--- src/rtl/seq_rshift_pkg.sv ---
`default_nettype none
// ============================================================================
// Module   : seq_rshift_pkg
// Brief    : State encoding and parameter defaults for the sequential shifter.
// Revision : 1.0
// ============================================================================
package seq_rshift_pkg;

    localparam int DEF_WIDTH = 16;
    localparam int DEF_AMT_W = 5;

    typedef enum logic [1:0] {
        IDLE  = 2'd0,
        SHIFT = 2'd1,
        DONE  = 2'd2
    } state_t;

endpackage : seq_rshift_pkg
`default_nettype wire

--- src/rtl/seq_rshift_step.sv ---
`default_nettype none
// ============================================================================
// Module   : rshift_step
// Brief    : One-bit right shift with selectable sign or zero fill.
// Revision : 1.0
// ============================================================================
module rshift_step
    import seq_rshift_pkg::*;
#(
    parameter int WIDTH = DEF_WIDTH
) (
    input  logic [WIDTH-1:0] data,
    input  logic             is_signed,
    output logic [WIDTH-1:0] shifted
);

    logic fill;

    assign fill    = is_signed & data[WIDTH-1];
    assign shifted = (data >> 1) | {fill, {(WIDTH-1){1'b0}}};

endmodule : rshift_step
`default_nettype wire

--- src/rtl/seq_rshift.sv ---
`default_nettype none
// ============================================================================
// Module   : seq_rshift
// Brief    : Multi-cycle right shifter, one bit per cycle, valid/ready ports.
// Revision : 1.0
// ============================================================================
module seq_rshift
    import seq_rshift_pkg::*;
#(
    parameter int WIDTH = DEF_WIDTH,
    parameter int AMT_W = DEF_AMT_W
) (
    input  logic             clock,
    input  logic             reset,
    input  logic             io_in_valid,
    output logic             io_in_ready,
    input  logic [WIDTH-1:0] io_in_data,
    input  logic [AMT_W-1:0] io_in_amt,
    input  logic             io_in_signed,
    output logic             io_out_valid,
    input  logic             io_out_ready,
    output logic [WIDTH-1:0] io_out_data,
    output logic [7:0]       io_done_count
);

    localparam int CNT_W = $clog2(WIDTH + 1);

    state_t           state;
    state_t           state_nxt;
    logic [WIDTH-1:0] data_q;
    logic [WIDTH-1:0] data_step;
    logic             sign_q;
    logic [CNT_W-1:0] count_q;
    logic [7:0]       done_q;
    logic             in_fire;
    logic             out_fire;
    logic [31:0]      amt_wide;
    logic [CNT_W-1:0] k_amt;

    assign in_fire  = io_in_valid & io_in_ready;
    assign out_fire = io_out_valid & io_out_ready;

    // Amounts at or beyond WIDTH saturate: WIDTH steps already flush every bit.
    assign amt_wide = 32'(io_in_amt);
    assign k_amt    = (amt_wide >= 32'(WIDTH)) ? CNT_W'(WIDTH) : CNT_W'(amt_wide);

    rshift_step #(
        .WIDTH (WIDTH)
    ) u_step (
        .data      (data_q),
        .is_signed (sign_q),
        .shifted   (data_step)
    );

    always_ff @(posedge clock) begin
        if (reset) begin
            state <= IDLE;
        end else begin
            state <= state_nxt;
        end
    end

    always_comb begin
        state_nxt = state;
        unique case (state)
            IDLE: begin
                if (in_fire) begin
                    state_nxt = (k_amt == '0) ? DONE : SHIFT;
                end
            end
            SHIFT: begin
                if (count_q == CNT_W'(1)) begin
                    state_nxt = DONE;
                end
            end
            DONE: begin
                if (in_fire) begin
                    state_nxt = (k_amt == '0) ? DONE : SHIFT;
                end else if (out_fire) begin
                    state_nxt = IDLE;
                end
            end
            default: state_nxt = IDLE;
        endcase
    end

    always_comb begin
        io_in_ready  = 1'b0;
        io_out_valid = 1'b0;
        unique case (state)
            IDLE:    io_in_ready = 1'b1;
            SHIFT:   io_in_ready = 1'b0;
            DONE: begin
                io_in_ready  = io_out_ready;
                io_out_valid = 1'b1;
            end
            default: io_in_ready = 1'b0;
        endcase
    end

    always_ff @(posedge clock) begin
        if (reset) begin
            data_q  <= '0;
            sign_q  <= 1'b0;
            count_q <= '0;
        end else if (in_fire) begin
            data_q  <= io_in_data;
            sign_q  <= io_in_signed;
            count_q <= k_amt;
        end else if (state == SHIFT) begin
            data_q  <= data_step;
            count_q <= count_q - CNT_W'(1);
        end
    end

    always_ff @(posedge clock) begin
        if (reset) begin
            done_q <= '0;
        end else if (out_fire) begin
            done_q <= done_q + 8'd1;
        end
    end

    assign io_out_data   = data_q;
    assign io_done_count = done_q;

endmodule : seq_rshift
`default_nettype wire

--- config.mk ---
export PLATFORM = sky130hd
export DESIGN_NAME = seq_rshift
export DESIGN_NICKNAME = d
export VERILOG_FILES = /design/src/rtl/seq_rshift_pkg.sv /design/src/rtl/seq_rshift_step.sv /design/src/rtl/seq_rshift.sv
export SDC_FILE = /design/constraint.sdc
export NUM_CORES = 1
export LEC_CHECK = 0
export CELL_PAD_IN_SITES_DETAIL_PLACEMENT = 1
export CELL_PAD_IN_SITES_GLOBAL_PLACEMENT = 1
export CORE_MARGIN = 3
export CORE_UTILIZATION = 37
export CTS_BUF_LIST = sky130_fd_sc_hd__clkbuf_4
export DETAILED_ROUTE_END_ITERATION = 7
export PLACE_DENSITY_LB_ADDON = 0.1
export SLEW_MARGIN = 10
export SYNTH_ARGS = -nofsm -noshare
export SYNTH_HDL_FRONTEND = slang
export SYNTH_HIERARCHICAL = 1
export SYNTH_SLANG_ARGS = --single-unit
--- constraint.sdc ---
create_clock -name clock -period 2.8 [get_ports clock]
set_input_delay 0.28 -clock clock [delete_from_list [all_inputs] [get_ports clock]]
set_output_delay 0.28 -clock clock [all_outputs]
set_load 0.1 [all_outputs]
Yosys cells after proc, flatten, opt, wreduce, memory -nomap -nowiden. Cells that the tools add are included.

Word-level logic and storage cells: 35. Output and inout port bits: 26. Bits in registers: 32.

Bitwise gates (word level): 4. $lt $le $gt $ge: 1. Add/subtract/negate cells: 2. Reductions and logical operators: 4. Multiplexer cells: 13. Eq/ne operators: 6.

Operator list (number): $mux W16 (2); $or A15 B16 Y16 (1); $mux W5 (3); $mux W2 (5); $add A8 B1 Y8 const B (1); $pmux W2 S3 (1); $eq A5 B1 Y1 const B (1); $ge A5 B5 Y1 const B (1); $logic_not A5 Y1 (1); $sub A5 B1 Y5 const B (1); $ne A2 B2 Y1 const B (2); $and A1 B1 Y1 (3); $ne A3 B3 Y1 const B (1); $reduce_and A3 Y1 (1); $eq A2 B1 Y1 const B (1); $eq A2 B2 Y1 const B (1); $logic_not A2 Y1 (1); $pmux W1 S2 (1); $reduce_bool A2 Y1 (1); $mux W1 (1).

Depth between registers and ports, before layout.
Depth in word-level cells: 6. Depth in mapped cells: 7.

Modules after synthesis. Netlist, hierarchy kept.

Modules (own cells, without submodules): seq_rshift (area each 1519.0 um^2, seq. area each 640.6 um^2, instances 1, cells each 184); rshift_step (area each 126.4 um^2, seq. area each 0.0 um^2, instances 1, cells each 17).

Worst setup path after synthesis. No wires, ideal clock.

Kind: register to register. From: reg state[0]. To: reg done_q[0], in the netlist io_done_count[0]. Arrival time: 2.437 ns. Data required time: 2.733 ns. Stages on the path, launching flop included: 6. Library setup time: 0.067 ns. Slack: 0.296 ns. Path through: dfxtp_1 -> buf_2 -> nor2b_1 -> nand2_1 -> xor2_1 -> nor2_1.

Longest elaborated chain between the ends: 3.

RTL lines: from (decl) (line seq_rshift.sv:28) `state_t state;`; from (signal assigned) (line seq_rshift.sv:59) `state <= state_nxt;`; $eq A2 B2 Y1 (line seq_rshift.sv:90) `unique case (state)`; $mux W1 (line seq_rshift.sv:90); via io_out_valid (line seq_rshift.sv:20) `output logic io_out_valid,`; $and A1 B1 Y1 (line seq_rshift.sv:41) `assign out_fire = io_out_valid & io_out_ready;`; to (signal assigned) (line seq_rshift.sv:120) `done_q <= done_q + 8'd1;`; to (decl) (line seq_rshift.sv:34) `logic [7:0] done_q;`.

The timed path passes the listed nets, and every way through them passes these cells. A chain may end at the register's enable or synchronous reset.

Final worst setup path.
From: reg state[1]. To: out io_out_valid.

Longest elaborated chain between the ends: 2.

RTL lines (line): $eq A2 B2 Y1 (seq_rshift.sv:90); $mux W1 (seq_rshift.sv:90); to (decl) (seq_rshift.sv:20).

No other way between the ends.

==> results.txt <==
----------------------------------------------------
[Timing]
  Max-slew violation total from the final report ... 0
  Unrepaired setup endpoints after global routing ... no
  Setup-failing EPs final ... 0
  Transition time at the pin with the least slew margin ... 0.623 ns
  Period utilization ... 63.4%
  Number of hold-slack violations in the final timing report ... 0
  Max-Slew Margin vs Limit ... 58.3%
  Maximum clock frequency ... 563 MHz
  Total Negative Setup Slacks ... 0 ns
  Final worst slack ... 1.02 ns
  Minimum clock period ... 1.78 ns
  Final Skew ... 0.00692 ns
  Final hold slack ... 0.483 ns

[Die]
  Core ar. ... 0.00414 mm^2
  Initial core utilization ... 39.7%
  Row Count ... 23
  Die Footprint ... 0.00528 mm^2
  Top Ports ... 52
  Die outline width ... 72.7 um
  Overall die height ... 72.7 um

[Drt]
  1st-pass router iterations ... 4
  DR vias/cell ... 5.15
  ANT nets after route ... 0
  Mean routed wirelength per cell ... about 15 um
  Vias after detailed routing ... 1484
  Total Routed Length ... 4270 um
  DR DRC count ... 0
  Number of design-rule violations left by the first detailed-router iteration ... 56

[Power]
  Pwr/cell area ... just over 600 mW/mm^2
  Power Total ... ~1200 uW
  Switching power share of the total ... between 40% and 50%
  Internal power of the cells ... between 700 and 800 uW
  Combinational cell fraction of total power ... around two fifths
  Part of the total power dissipated in sequential elements ... 42.7%
  Clock group share of total power ... approximately a fifth
  Net switching power ... 522 uW
  Highest ir drop seen on vdd ... 0.000232 V
  Leakage power figure ... 0.000856 uW

[Worst setup path]
  Reg2reg start ... state[0]
  Startpoint types ... flip-flop
  Master of the slowest instance on the critical path ... dfxtp_1
  Highest net fanout along the worst path ... 7
  Arrival @ worst endpoint ... about 1.5 ns
  Maximum cell stage delay along the critical path ... 0.45 ns
  Reg-to-reg slack, setup ... 1.12 ns
  Origin of the worst setup path ... state[1]
  CP Cell Sequence ... nor2b_1 -> buf_4
  End point of the critical path ... io_out_valid
  Critical path data required time ... about 2.5 ns
  Type of element capturing the critical path ... primary output
  Worst r2r path cells ... 5
  Critical Setup Path Class ... reg2out
  Critical R2R Capture ... io_out_data[15]

[CTS]
  # hold bufs at CTS ... 0
  Clock latency reported for the late side of the worst-skew pair ... around 0.33 ns
  Cell chosen for the clock root ... clkbuf_4
  Clk pin slew, worst setup/hold paths ... approximately 0.09 ns
  Max clock buf depth ... 2
  Post-CTS setup buffers ... 0
  Num CTS Buffers ... 5
  Clock tree from TritonCTS ... built
  Sinks on the clock net ... 32
  Cts repair resizes ... 0
  H-tree lvl count ... 2

[Status]
  Result of the run ... complete, no violations

[Global routing]
  Vias in the first global route ... 1572
  Antenna violations before repair ... 0
  Total overflow reported by the global router ... 0
  Gr usage total ... 17.3%
  Maximum number of pins on one net before global-route repair ... 21
  Global-route wire length before repair ... slightly above 7000 um

[Place]
  GPL Wtd Cong ... 0.830
  Placed wire-length estimate after detailed placement ... 3270 um
  Area after detailed placement ... 0.00201 mm^2
  Pre-CTS worst setup slack ... 0.718 ns
  Buffers added on ports ... 51

[Cells and area]
  Post-layout instance area ... between 0.002 and 0.0025 mm^2
  Area growth syn-to-layout ... 25.1%
  Number of nets in the finished design ... 267
  Proportion of layout cells with a drive suffix above 1 ... 19.3%
  Layout fillers ... 512
  # diodes ... 0

[Synth]
  Seq cells post-synth ... 32
  Yosys top cell area share ... 38.9%
  Most area-consuming cells after synthesis ... dfxtp_1, nor2_1, buf_4
  Synth cell types ... 40
  Fraction of the yosys area taken by sequential cells ... around 39%
  Summed instance area of the synthesized netlist ... around 0.0016 mm^2
  Synthesized instance count ... 201
  Ys Warns ... 6
  Post-synthesis area per instance ... 8.19 um^2
  Count of flip-flops with a built-in enable after synthesis ... 0
  Dominant cell type by area after synthesis ... dfxtp_1
  Commonest register cell after synthesis ... dfxtp_1
  Post-Syn Nets ... 230
  Post-synth ARST share ... 0%

[Flow run]
  Max Cap Violations ... 0

[Worst hold path]
  Classification of the worst-slack hold path ... reg2reg

----------------------------------------------------
==> cell usage in the layout (no fill, tap or decap), drive strengths merged <==
cell / count
and2b: 1
a2bb2oi: 2
mux2: 1
nand2b: 5
a31oi: 1
a211oi: 3
a21oi: 9
and2: 2
nor3: 3
nand3: 8
o21ai: 3
nand2: 10
clkdlybuf4s50: 25
and4b: 1
clkinv: 2
o31ai: 1
nor2b: 4
nand4: 1
xor2: 7
nor2: 52
o22a: 1
and3: 1
and3b: 1
a221oi: 1
clkbuf: 5
nor4: 13
inv: 3
mux2i: 1
nand3b: 1
ha: 3
or2: 1
dfxtp: 32
a22oi: 3
buf: 30
or3: 1
==> how the worst min path moves through the flow <==
stage                      start        endpoint  slack [ns]  cells after the start
after global placement    sign_q          sign_q        0.44                      2
after detailed placement  sign_q          sign_q        0.47                      2
final                     sign_q          sign_q        0.48                      2
after floorplan            reset  io_out_data[0]        0.36                      1
after CTS                 sign_q          sign_q        0.49                      2
after global routing      sign_q          sign_q        0.50                      2
==> through the flow <==
step / utilization [%] / instances
after global routing: 49.7 / 288
after detailed placement: 48.6 / 281
after global placement: 48.6 / 281
after CTS: 49.7 / 288
final: 49.7 / 288
after floorplan: - / 201
==> power groups by stage <==
stage          clock, uW  sequential (uW)  combinational [uW]
2_1_floorplan          0              729                 197
3_3_place_gp           0              539                 468
3_5_place_dp           0              542                 479
4_1_cts              255              531                 480
5_1_grt              274              539                 505
6_report             238              531                 475
==> layer usage <==
layer | vias up | routed length (um) | global-route usage, %
li1 | 738 | - | -
met1 | 702 | 1800 | 19.9
met2 | 39 | 2150 | 30.4
met3 | 5 | 268 | 5.37
met4 | 0 | 52 | 5.74
met5 | - | 0 | 0
==> critical path, delay by kind of cell, from the launching register on <==
kind / cells / cell delay, ns
AND/OR/NAND/NOR: 1 / 0.35
buffers and inverters: 1 / 0.36
flip-flops: 1 / 0.45
==> registers in the layout, summed over array words and instances, names as in the netlist <==
register / cells
state: 2
count_q: 5
io_done_count: 8
sign_q: 1
io_out_data: 16
==> Yosys cell counts, drive strengths merged, types with 4 or more instances <==
library cell	instances
a21oi	9
buf	20
clkbuf	5
dfxtp	32
nand2	10
nand2b	5
nand3	8
nor2	52
nor2b	4
nor4	13
xor2	7
==> layout make-up <==
cell class | instances | area, um^2 | area share [%]
multi-input cells | 141 | 823 | 40.0
flip-flops and latches | 32 | 641 | 31.1
repair buffers | 55 | 475 | 23.1
well taps | 50 | 62.6 | 3.04
clock buffers | 5 | 37.5 | 1.82
inverters | 3 | 11.3 | 0.547
clock inverters | 2 | 7.51 | 0.365
==> cell families (layout without fill, tap and decap cells) <==
| kind of cell | count (synthesis) | after routing | share of synthesized area, % |
|---|---|---|---|
| mux | 2 | 2 | 1.29 |
| buf+inv | 28 | 65 | 11.0 |
| xor+xnor | 7 | 7 | 3.73 |
| compound gates | 24 | 24 | 9.89 |
| simple gates | 105 | 105 | 32.9 |
| flops | 32 | 32 | 38.9 |
| fa+ha+maj | 3 | 3 | 2.28 |
(Power assumes the default switching activity.)
